File: config.mk
export PLATFORM = sky130hd
export DESIGN_NAME = seq_detect_sched_flat
export DESIGN_NICKNAME = d
export VERILOG_FILES = /design/src/rtl/seq_detect_sched_pkg.sv /design/src/rtl/seq_detect_sched_if.sv /design/src/rtl/seq_detect_sched_det.sv /design/src/rtl/seq_detect_sched.sv /design/src/flat_wrapper.sv
export SDC_FILE = /design/constraint.sdc
export NUM_CORES = 1
export LEC_CHECK = 0
export BUFFER_PORTS_ARGS = -buffer_cell sky130_fd_sc_hd__buf_4
export CAP_MARGIN = 25
export CORE_MARGIN = 10
export CORE_UTILIZATION = 54
export DETAILED_ROUTE_END_ITERATION = 16
export HOLD_SLACK_MARGIN = 0.08
export PLACE_DENSITY_LB_ADDON = 0.12
export SLEW_MARGIN = 10
export SYNTH_ARGS = -nofsm -noshare
export SYNTH_HDL_FRONTEND = slang
export SYNTH_SLANG_ARGS = --single-unit
File: constraint.sdc
create_clock -name clk -period 4.8 [get_ports clk]
set_clock_uncertainty 0.2 [all_clocks]
set_input_delay 0.48 -clock clk [delete_from_list [all_inputs] [get_ports clk]]
set_output_delay 0.48 -clock clk [all_outputs]
set_load 0.01 [all_outputs]
File: src/rtl/seq_detect_sched_pkg.sv
// Shared types and default sizing for the shared serial pattern-detector scheduler.
package seq_detect_sched_pkg;

   typedef enum logic [1:0] {
      IDLE  = 2'd0,
      SHIFT = 2'd1,
      DONE  = 2'd2
   } sched_state_t;

   localparam int N_REQ_DEFAULT  = 4;
   localparam int WORD_W_DEFAULT = 8;
   localparam int PAT_W_DEFAULT  = 2;
   localparam int CNT_W_DEFAULT  = 4;

endpackage

File: src/rtl/seq_detect_sched_if.sv
// Requester/status bundle between requester FSMs and seq_detect_sched.
// The abort input exists only when SEQ_DETECT_SCHED_ABORT_EN is defined.
interface seq_detect_sched_if #(
   parameter int N_REQ  = seq_detect_sched_pkg::N_REQ_DEFAULT,
   parameter int WORD_W = seq_detect_sched_pkg::WORD_W_DEFAULT,
   parameter int PAT_W  = seq_detect_sched_pkg::PAT_W_DEFAULT,
   parameter int CNT_W  = seq_detect_sched_pkg::CNT_W_DEFAULT
) ();
   localparam int ID_W = $clog2(N_REQ);

   logic [N_REQ-1:0]        req_valid;
   logic [N_REQ*WORD_W-1:0] req_data;
   logic [PAT_W-1:0]        cfg_pattern;
`ifdef SEQ_DETECT_SCHED_ABORT_EN
   logic                    abort;
`endif
   logic [N_REQ-1:0]        req_ready;
   logic                    bit_out;
   logic                    bit_valid;
   logic                    y;
   logic                    busy;
   logic                    done;
   logic [ID_W-1:0]         done_id;
   logic [CNT_W-1:0]        match_cnt;

   modport master (
`ifdef SEQ_DETECT_SCHED_ABORT_EN
      output abort,
`endif
      output req_valid, req_data, cfg_pattern,
      input  req_ready, bit_out, bit_valid, y, busy, done, done_id, match_cnt
   );

   modport slave (
`ifdef SEQ_DETECT_SCHED_ABORT_EN
      input  abort,
`endif
      input  req_valid, req_data, cfg_pattern,
      output req_ready, bit_out, bit_valid, y, busy, done, done_id, match_cnt
   );

endinterface

File: src/rtl/seq_detect_sched_det.sv
// Moore serial pattern detector: history shift register, fill counter and
// registered compare against the pattern captured on clr.
module moore_pattern_det
   import seq_detect_sched_pkg::*;
#(
   parameter int PAT_W = PAT_W_DEFAULT
) (
   input  logic             clk,
   input  logic             reset,
   input  logic             clr,
   input  logic             bit_in,
   input  logic             bit_en,
   input  logic [PAT_W-1:0] pattern,
   output logic             y
);
   localparam int SEEN_W = $clog2(PAT_W + 1);

   logic [PAT_W-1:0]  hist;
   logic [PAT_W-1:0]  hist_nxt;
   logic [PAT_W-1:0]  pat_q;
   logic [SEEN_W-1:0] seen;
   logic [SEEN_W-1:0] seen_nxt;

   // y is registered from the post-edge state, so it is a pure function of detector state
   always_comb begin
      hist_nxt = PAT_W'({hist, bit_in});
      seen_nxt = (seen == SEEN_W'(PAT_W)) ? seen : seen + SEEN_W'(1);
   end

   always_ff @(posedge clk or negedge reset) begin
      if (!reset) begin
         hist  <= '0;
         seen  <= '0;
         pat_q <= '0;
         y     <= 1'b0;
      end else if (clr) begin
         hist  <= '0;
         seen  <= '0;
         pat_q <= pattern;
         y     <= 1'b0;
      end else if (bit_en) begin
         hist  <= hist_nxt;
         seen  <= seen_nxt;
         y     <= (hist_nxt == pat_q) && (seen_nxt == SEEN_W'(PAT_W));
      end
   end

endmodule

File: src/rtl/seq_detect_sched.sv
// Round-robin scheduler sharing one Moore pattern detector across requesters.
// Define SEQ_DETECT_SCHED_ABORT_EN to add the abort input.
//
// state | meaning
// IDLE  | arbitrate; combinational one-hot req_ready, latch word on grant
// SHIFT | WORD_W cycles, serialize word MSB-first into the detector
// DONE  | one cycle, done pulse, final y folded into match_cnt
module seq_detect_sched
   import seq_detect_sched_pkg::*;
#(
   parameter int N_REQ  = N_REQ_DEFAULT,
   parameter int WORD_W = WORD_W_DEFAULT,
   parameter int PAT_W  = PAT_W_DEFAULT,
   parameter int CNT_W  = CNT_W_DEFAULT
) (
   input logic              clk,
   input logic              reset,
   seq_detect_sched_if.slave bus
);
   localparam int ID_W = $clog2(N_REQ);
   localparam int BC_W = $clog2(WORD_W + 1);

   sched_state_t      state;
   logic [WORD_W-1:0] shreg;
   logic [ID_W-1:0]   last_grant;
   logic [ID_W-1:0]   cur_id;
   logic [BC_W-1:0]   bit_left;
   logic [CNT_W-1:0]  match_cnt_q;
   logic              bit_valid_q;
   logic              busy_q;
   logic              done_q;
   logic [ID_W-1:0]   done_id_q;

   logic [N_REQ-1:0]  gnt_vec;
   logic [ID_W-1:0]   gnt_id;
   logic [ID_W-1:0]   arb_idx;
   logic              gnt_any;
   logic [WORD_W-1:0] gnt_word;
   logic              abort_req;
   logic              det_y;

`ifdef SEQ_DETECT_SCHED_ABORT_EN
   assign abort_req = bus.abort;
`else
   assign abort_req = 1'b0;
`endif

   // Search starts one past the last grant; gated by reset so req_ready is 0 while in reset
   always_comb begin
      gnt_vec = '0;
      gnt_id  = '0;
      gnt_any = 1'b0;
      arb_idx = '0;
      if (state == IDLE && reset) begin
         for (int k = 1; k <= N_REQ; k++) begin
            arb_idx = ID_W'((int'(last_grant) + k) % N_REQ);
            if (!gnt_any && bus.req_valid[arb_idx]) begin
               gnt_any          = 1'b1;
               gnt_id           = arb_idx;
               gnt_vec[arb_idx] = 1'b1;
            end
         end
      end
   end

   always_comb begin
      gnt_word = '0;
      for (int i = 0; i < N_REQ; i++) begin
         if (gnt_vec[i]) gnt_word = bus.req_data[i*WORD_W +: WORD_W];
      end
   end

   always_ff @(posedge clk or negedge reset) begin
      if (!reset) begin
         state       <= IDLE;
         shreg       <= '0;
         last_grant  <= ID_W'(N_REQ - 1);
         cur_id      <= '0;
         bit_left    <= '0;
         match_cnt_q <= '0;
         bit_valid_q <= 1'b0;
         busy_q      <= 1'b0;
         done_q      <= 1'b0;
         done_id_q   <= '0;
      end else begin
         done_q <= 1'b0;
         if ((state == SHIFT || state == DONE) && det_y && (match_cnt_q != '1))
            match_cnt_q <= match_cnt_q + CNT_W'(1);
         case (state)
            IDLE: begin
               if (gnt_any) begin
                  shreg       <= gnt_word;
                  cur_id      <= gnt_id;
                  last_grant  <= gnt_id;
                  bit_left    <= BC_W'(WORD_W - 1);
                  match_cnt_q <= '0;
                  bit_valid_q <= 1'b1;
                  busy_q      <= 1'b1;
                  state       <= SHIFT;
               end
            end
            SHIFT: begin
               shreg <= shreg << 1;
               if (abort_req) begin
                  match_cnt_q <= '0;
                  bit_valid_q <= 1'b0;
                  busy_q      <= 1'b0;
                  state       <= IDLE;
               end else if (bit_left == '0) begin
                  bit_valid_q <= 1'b0;
                  done_q      <= 1'b1;
                  done_id_q   <= cur_id;
                  state       <= DONE;
               end else begin
                  bit_left <= bit_left - BC_W'(1);
               end
            end
            DONE: begin
               busy_q <= 1'b0;
               state  <= IDLE;
            end
            default: state <= IDLE;
         endcase
      end
   end

   moore_pattern_det #(.PAT_W(PAT_W)) u_det (
      .clk     (clk),
      .reset   (reset),
      .clr     (gnt_any),
      .bit_in  (shreg[WORD_W-1]),
      .bit_en  (state == SHIFT),
      .pattern (bus.cfg_pattern),
      .y       (det_y)
   );

   assign bus.req_ready = gnt_vec;
   assign bus.bit_out   = shreg[WORD_W-1];
   assign bus.bit_valid = bit_valid_q;
   assign bus.y         = det_y;
   assign bus.busy      = busy_q;
   assign bus.done      = done_q;
   assign bus.done_id   = done_id_q;
   assign bus.match_cnt = match_cnt_q;

endmodule

File: src/flat_wrapper.sv
// flat-port wrapper written by rule: the top's interface ports become plain ports
module seq_detect_sched_flat import seq_detect_sched_pkg::*;
#(
   parameter int N_REQ  = N_REQ_DEFAULT,
   parameter int WORD_W = WORD_W_DEFAULT,
   parameter int PAT_W  = PAT_W_DEFAULT,
   parameter int CNT_W  = CNT_W_DEFAULT
)
  (clk, reset, bus_req_valid, bus_req_data, bus_cfg_pattern, bus_req_ready, bus_bit_out, bus_bit_valid, bus_y, bus_busy, bus_done, bus_done_id, bus_match_cnt);
  seq_detect_sched_if #(.N_REQ(N_REQ), .WORD_W(WORD_W), .PAT_W(PAT_W), .CNT_W(CNT_W)) bus_i ();
  input logic clk;
  input logic reset;
  input wire logic [$bits(bus_i.req_valid)-1:0] bus_req_valid;
  input wire logic [$bits(bus_i.req_data)-1:0] bus_req_data;
  input wire logic [$bits(bus_i.cfg_pattern)-1:0] bus_cfg_pattern;
  output wire logic [$bits(bus_i.req_ready)-1:0] bus_req_ready;
  output wire logic [$bits(bus_i.bit_out)-1:0] bus_bit_out;
  output wire logic [$bits(bus_i.bit_valid)-1:0] bus_bit_valid;
  output wire logic [$bits(bus_i.y)-1:0] bus_y;
  output wire logic [$bits(bus_i.busy)-1:0] bus_busy;
  output wire logic [$bits(bus_i.done)-1:0] bus_done;
  output wire logic [$bits(bus_i.done_id)-1:0] bus_done_id;
  output wire logic [$bits(bus_i.match_cnt)-1:0] bus_match_cnt;
  assign bus_i.req_valid = bus_req_valid;
  assign bus_i.req_data = bus_req_data;
  assign bus_i.cfg_pattern = bus_cfg_pattern;
  assign bus_req_ready = bus_i.req_ready;
  assign bus_bit_out = bus_i.bit_out;
  assign bus_bit_valid = bus_i.bit_valid;
  assign bus_y = bus_i.y;
  assign bus_busy = bus_i.busy;
  assign bus_done = bus_i.done;
  assign bus_done_id = bus_i.done_id;
  assign bus_match_cnt = bus_i.match_cnt;
  seq_detect_sched #(.N_REQ(N_REQ), .WORD_W(WORD_W), .PAT_W(PAT_W), .CNT_W(CNT_W)) u_core (.clk(clk), .reset(reset), .bus(bus_i));
endmodule
==> key figures <==
Routing
  • Post-route antenna net violation count: 0
  • Routed wire per std cell: 15.5 microns
  • Vias: 2,042
  • DRT iter0 DRCs: 81
  • Final WL: 5.57 mm
  • Via-per-instance ratio: 5.69
  • Remaining DRCs: 0
  • Drt first pass iters: 4

Setup path
  • Crit Path Category: reg2out
  • Worst Setup End Kind: output port
  • Data required time at the worst endpoint: 4120 ps
  • CP arrival: 3590 ps
  • Worst reg2reg path depth: 9
  • CP cell instances: inv_1, ha_1, mux4_1, a21oi_1, a211oi_1, nor2_2, clkinv_1, buf_4
  • Levels on crit path: 8
  • Flop-to-flop setup slack: 920 ps
  • Critical path's top delay family: buffers and inverters
  • Slowest-stage cell, CP: dfstp_2
  • Worst path bufs/invs: 3
  • Worst path max stage delay: 700 ps
  • Critical Path Fanout Max: 16
  • Startpoint Class: register
  • Reg-to-Reg End: u_core.shreg[6]
  • FF-to-FF Start: u_core.last_grant[0]

Power and ir drop
  • Max rail drop VDD: 0.000370 V
  • Leakage: 0.00128 uW
  • Power per Cell Area: 579 nW/um^2

Min path
  • Hold EP: u_core.u_det.pat_q[0]
  • Hold crit path type: in2reg
  • Worst Hold Launch: bus_cfg_pattern[0]
  • Hold Path Depth: 3

Outcome
  • Status: finished clean

Clock network
  • Clock latency on the worst-skew pair: 280 ps
  • CTS tree: done
  • H-tree lvl count: 2
  • Clock Sinks: 33
  • Clk pin slew, worst setup/hold paths: 70 ps
  • Clk buf depth: 2
  • Number of CTS-inserted buffers: 5
  • Root Buffer: clkbuf_8

Layout
  • Area grow syn2layout: 22.3%
  • Fillcell total: 361
  • Fraction of layout cells with a size suffix above 1: 27.0%
  • Final core utilization: 67.4%
  • Layout net count: 361
  • Total inserted antenna cells: 0

STA
  • Unrepaired setup endpoints after global routing: no
  • Hold_ws: 196 ps
  • Tightest Pin Transition: 653 ps
  • Final Hold Vio Count: 0
  • Fmax achieved: 0.234 GHz
  • Max-slew violations: 0
  • Slew headroom: 56.2%
  • Minimum clock period: 4270 ps
  • Period utilisation layout: 88.9%
  • Final WS setup: 532 ps
  • TNS Setup: 0 ps
  • Final setup fails: 0

Global routing
  • First-pass GRT wire length: 9.50 mm
  • Largest net degree at the start of global routing: 36
  • Initial antenna violation count: 0
  • Total global routing overflow: 0
  • GRT Overall Usage: 15.0%
  • Number of global-route vias before repair: 2,035

Yosys
  • Ys flop type: dfrtp_1
  • Yosys warns: 0
  • Synth Register Bits: 33
  • Syn avg cell area: 9.41 sq um
  • Syn Nets: 308
  • Post-synth EDFFs: 0
  • Cells after synthesis: 253
  • Register area share after synthesis: 34.8%
  • Cell Area, Synth: 2380 sq um
  • Ys async rst share: 100%
  • Synth cell types: 53

Die
  • Die W: 86.4 microns
  • Core ar.: 4320 sq um
  • Io pins: 55
  • Initial core utilization: 55.1%
  • Row cnt: 24
  • Die height: 86.4 microns
  • Die ar.: 7460 sq um

Placement
  • Hpwl dp: 4.26 mm
  • Port Buffers: 54
  • Setup WS pre-CTS: 546 ps
  • Placer congestion estimate: 0.908

Run
  • Maxcap violations: 0
==> flip-flops by register name (all words and copies together), names as in the netlist <==
name,cells
u_core.shreg,8
u_core.bit_left,4
u_core.bus.match_cnt,4
u_core.bus.done_id,2
u_core.cur_id,2
u_core.last_grant,2
u_core.state,2
u_core.u_det.pat_q,2
u_core.u_det.seen,2
u_core.bus.bit_valid,1
u_core.bus.busy,1
u_core.bus.done,1
u_core.u_det.hist,1
u_core.u_det.y,1
==> cell usage after synthesis, drive strengths merged (2+ instances only) <==
master   count  share of area [%]
o211ai       8                2.5
mux2         5                2.4
nand4        2               0.53
mux2i        5                2.1
a22oi        8                2.5
dfrtp       31                 33
nor2        15                2.4
xor2         3                1.1
nor2b        3               0.89
o2111ai      7                2.6
o21ai       16                3.4
nand2       29                4.7
buf          4                1.1
ha          15                7.9
a31oi        2               0.53
a22o         2               0.74
inv         11                1.7
nand3b       4                1.3
a21oi       21                4.4
a221oi       2               0.74
clkbuf       8                1.3
xnor2        5                1.8
and3         2               0.58
o221ai       2               0.74
mux4         4                4.1
and2         4                1.1
nand3        7                1.5
dfstp        2                2.2
nor3         3               0.63
a311oi       7                2.6
==> area by class of cell <==
class | instances | area (sq um) | area share, %
clock inverters | 2 | 10.0 | 0.344
flip-flops and latches | 33 | 828 | 28.4
well taps | 52 | 65.1 | 2.23
repair buffers | 58 | 438 | 15.0
clock buffers | 6 | 72.6 | 2.49
inverters | 12 | 45.0 | 1.55
multi-input cells | 196 | 1450 | 49.9
==> tightest hold or removal path, stage by stage <==
cell	delay, ps
buf_4	80
nand2_1	40
nand2_1	50
==> worst max-delay path by stage <==
stage / start / slack (ps) / to
CTS: u_core.last_grant[0] / 230 / bus_req_ready[3]
global placement: u_core.last_grant[0] / 570 / bus_req_ready[3]
detailed placement: u_core.last_grant[0] / 550 / bus_req_ready[3]
finish: u_core.last_grant[0] / 530 / bus_req_ready[3]
global route: u_core.last_grant[0] / 220 / bus_req_ready[3]
floorplan: u_core.last_grant[0] / 1340 / bus_req_ready[3]
==> layout by cell type (no fill, tap or decap), types with 7 or more instances in the layout <==
cell,netlist,routed
buf_4,0,57
dfrtp_1,31,31
nand2_1,28,28
a21oi_1,21,21
o21ai_0,15,15
ha_1,15,15
nor2_1,15,14
inv_1,11,11
o211ai_1,8,8
a22oi_1,8,8
nand3_1,7,7
a311oi_1,7,7
o2111ai_1,7,7
==> through the flow <==
stage / std cells / power (uW) / instance area [sq um]
finish: 359 / 1690 / 2910
global route: 359 / 1850 / 2910
CTS: 358 / 1690 / 2900
detailed placement: 349 / 1490 / 2810
global placement: 349 / 1470 / 2810
floorplan: 253 / 1250 / 2380
==> repair_timing <==
item                                   in CTS  in global routing
buffers inserted                            0                  0
gates resized for setup                     0                  1
hold buffers                                1                  0
setup endpoints to repair                   0                  1
endpoints found under the hold margin      31                  0
==> power breakdown <==
part	leakage (uW)	total, uW	internal (uW)	switching, uW
Clock	0.0000450	199	100	98.2
Sequential	0.000414	466	378	88.2
Combinational	0.000820	1020	424	598
Total	0.00128	1690	902	785
==> per-layer routing <==
metal / share of wire [%] / GRT usage [%] / wire (microns) / vias up
li1: - / - / - / 1058
met1: 49 / 20.9 / 2720 / 935
met2: 45 / 21.7 / 2490 / 42
met3: 5.2 / 4.69 / 287 / 7
met4: 1.3 / 4.57 / 74 / 0
met5: 0 / 0 / 0 / -
==> cells by family after synthesis <==
| kind of cell | after synthesis | synth area share (%) |
|---|---|---|
| buffers and inverters | 24 | 4.26 |
| adders and majority gates | 15 | 7.88 |
| muxes | 14 | 8.57 |
| DFF | 33 | 34.8 |
| and+or+nand+nor | 74 | 15.7 |
| xor gates and xnor gates | 8 | 2.94 |
| AOI/OAI and AO/OA | 85 | 25.9 |
Power figures use the tool's default switching activity.
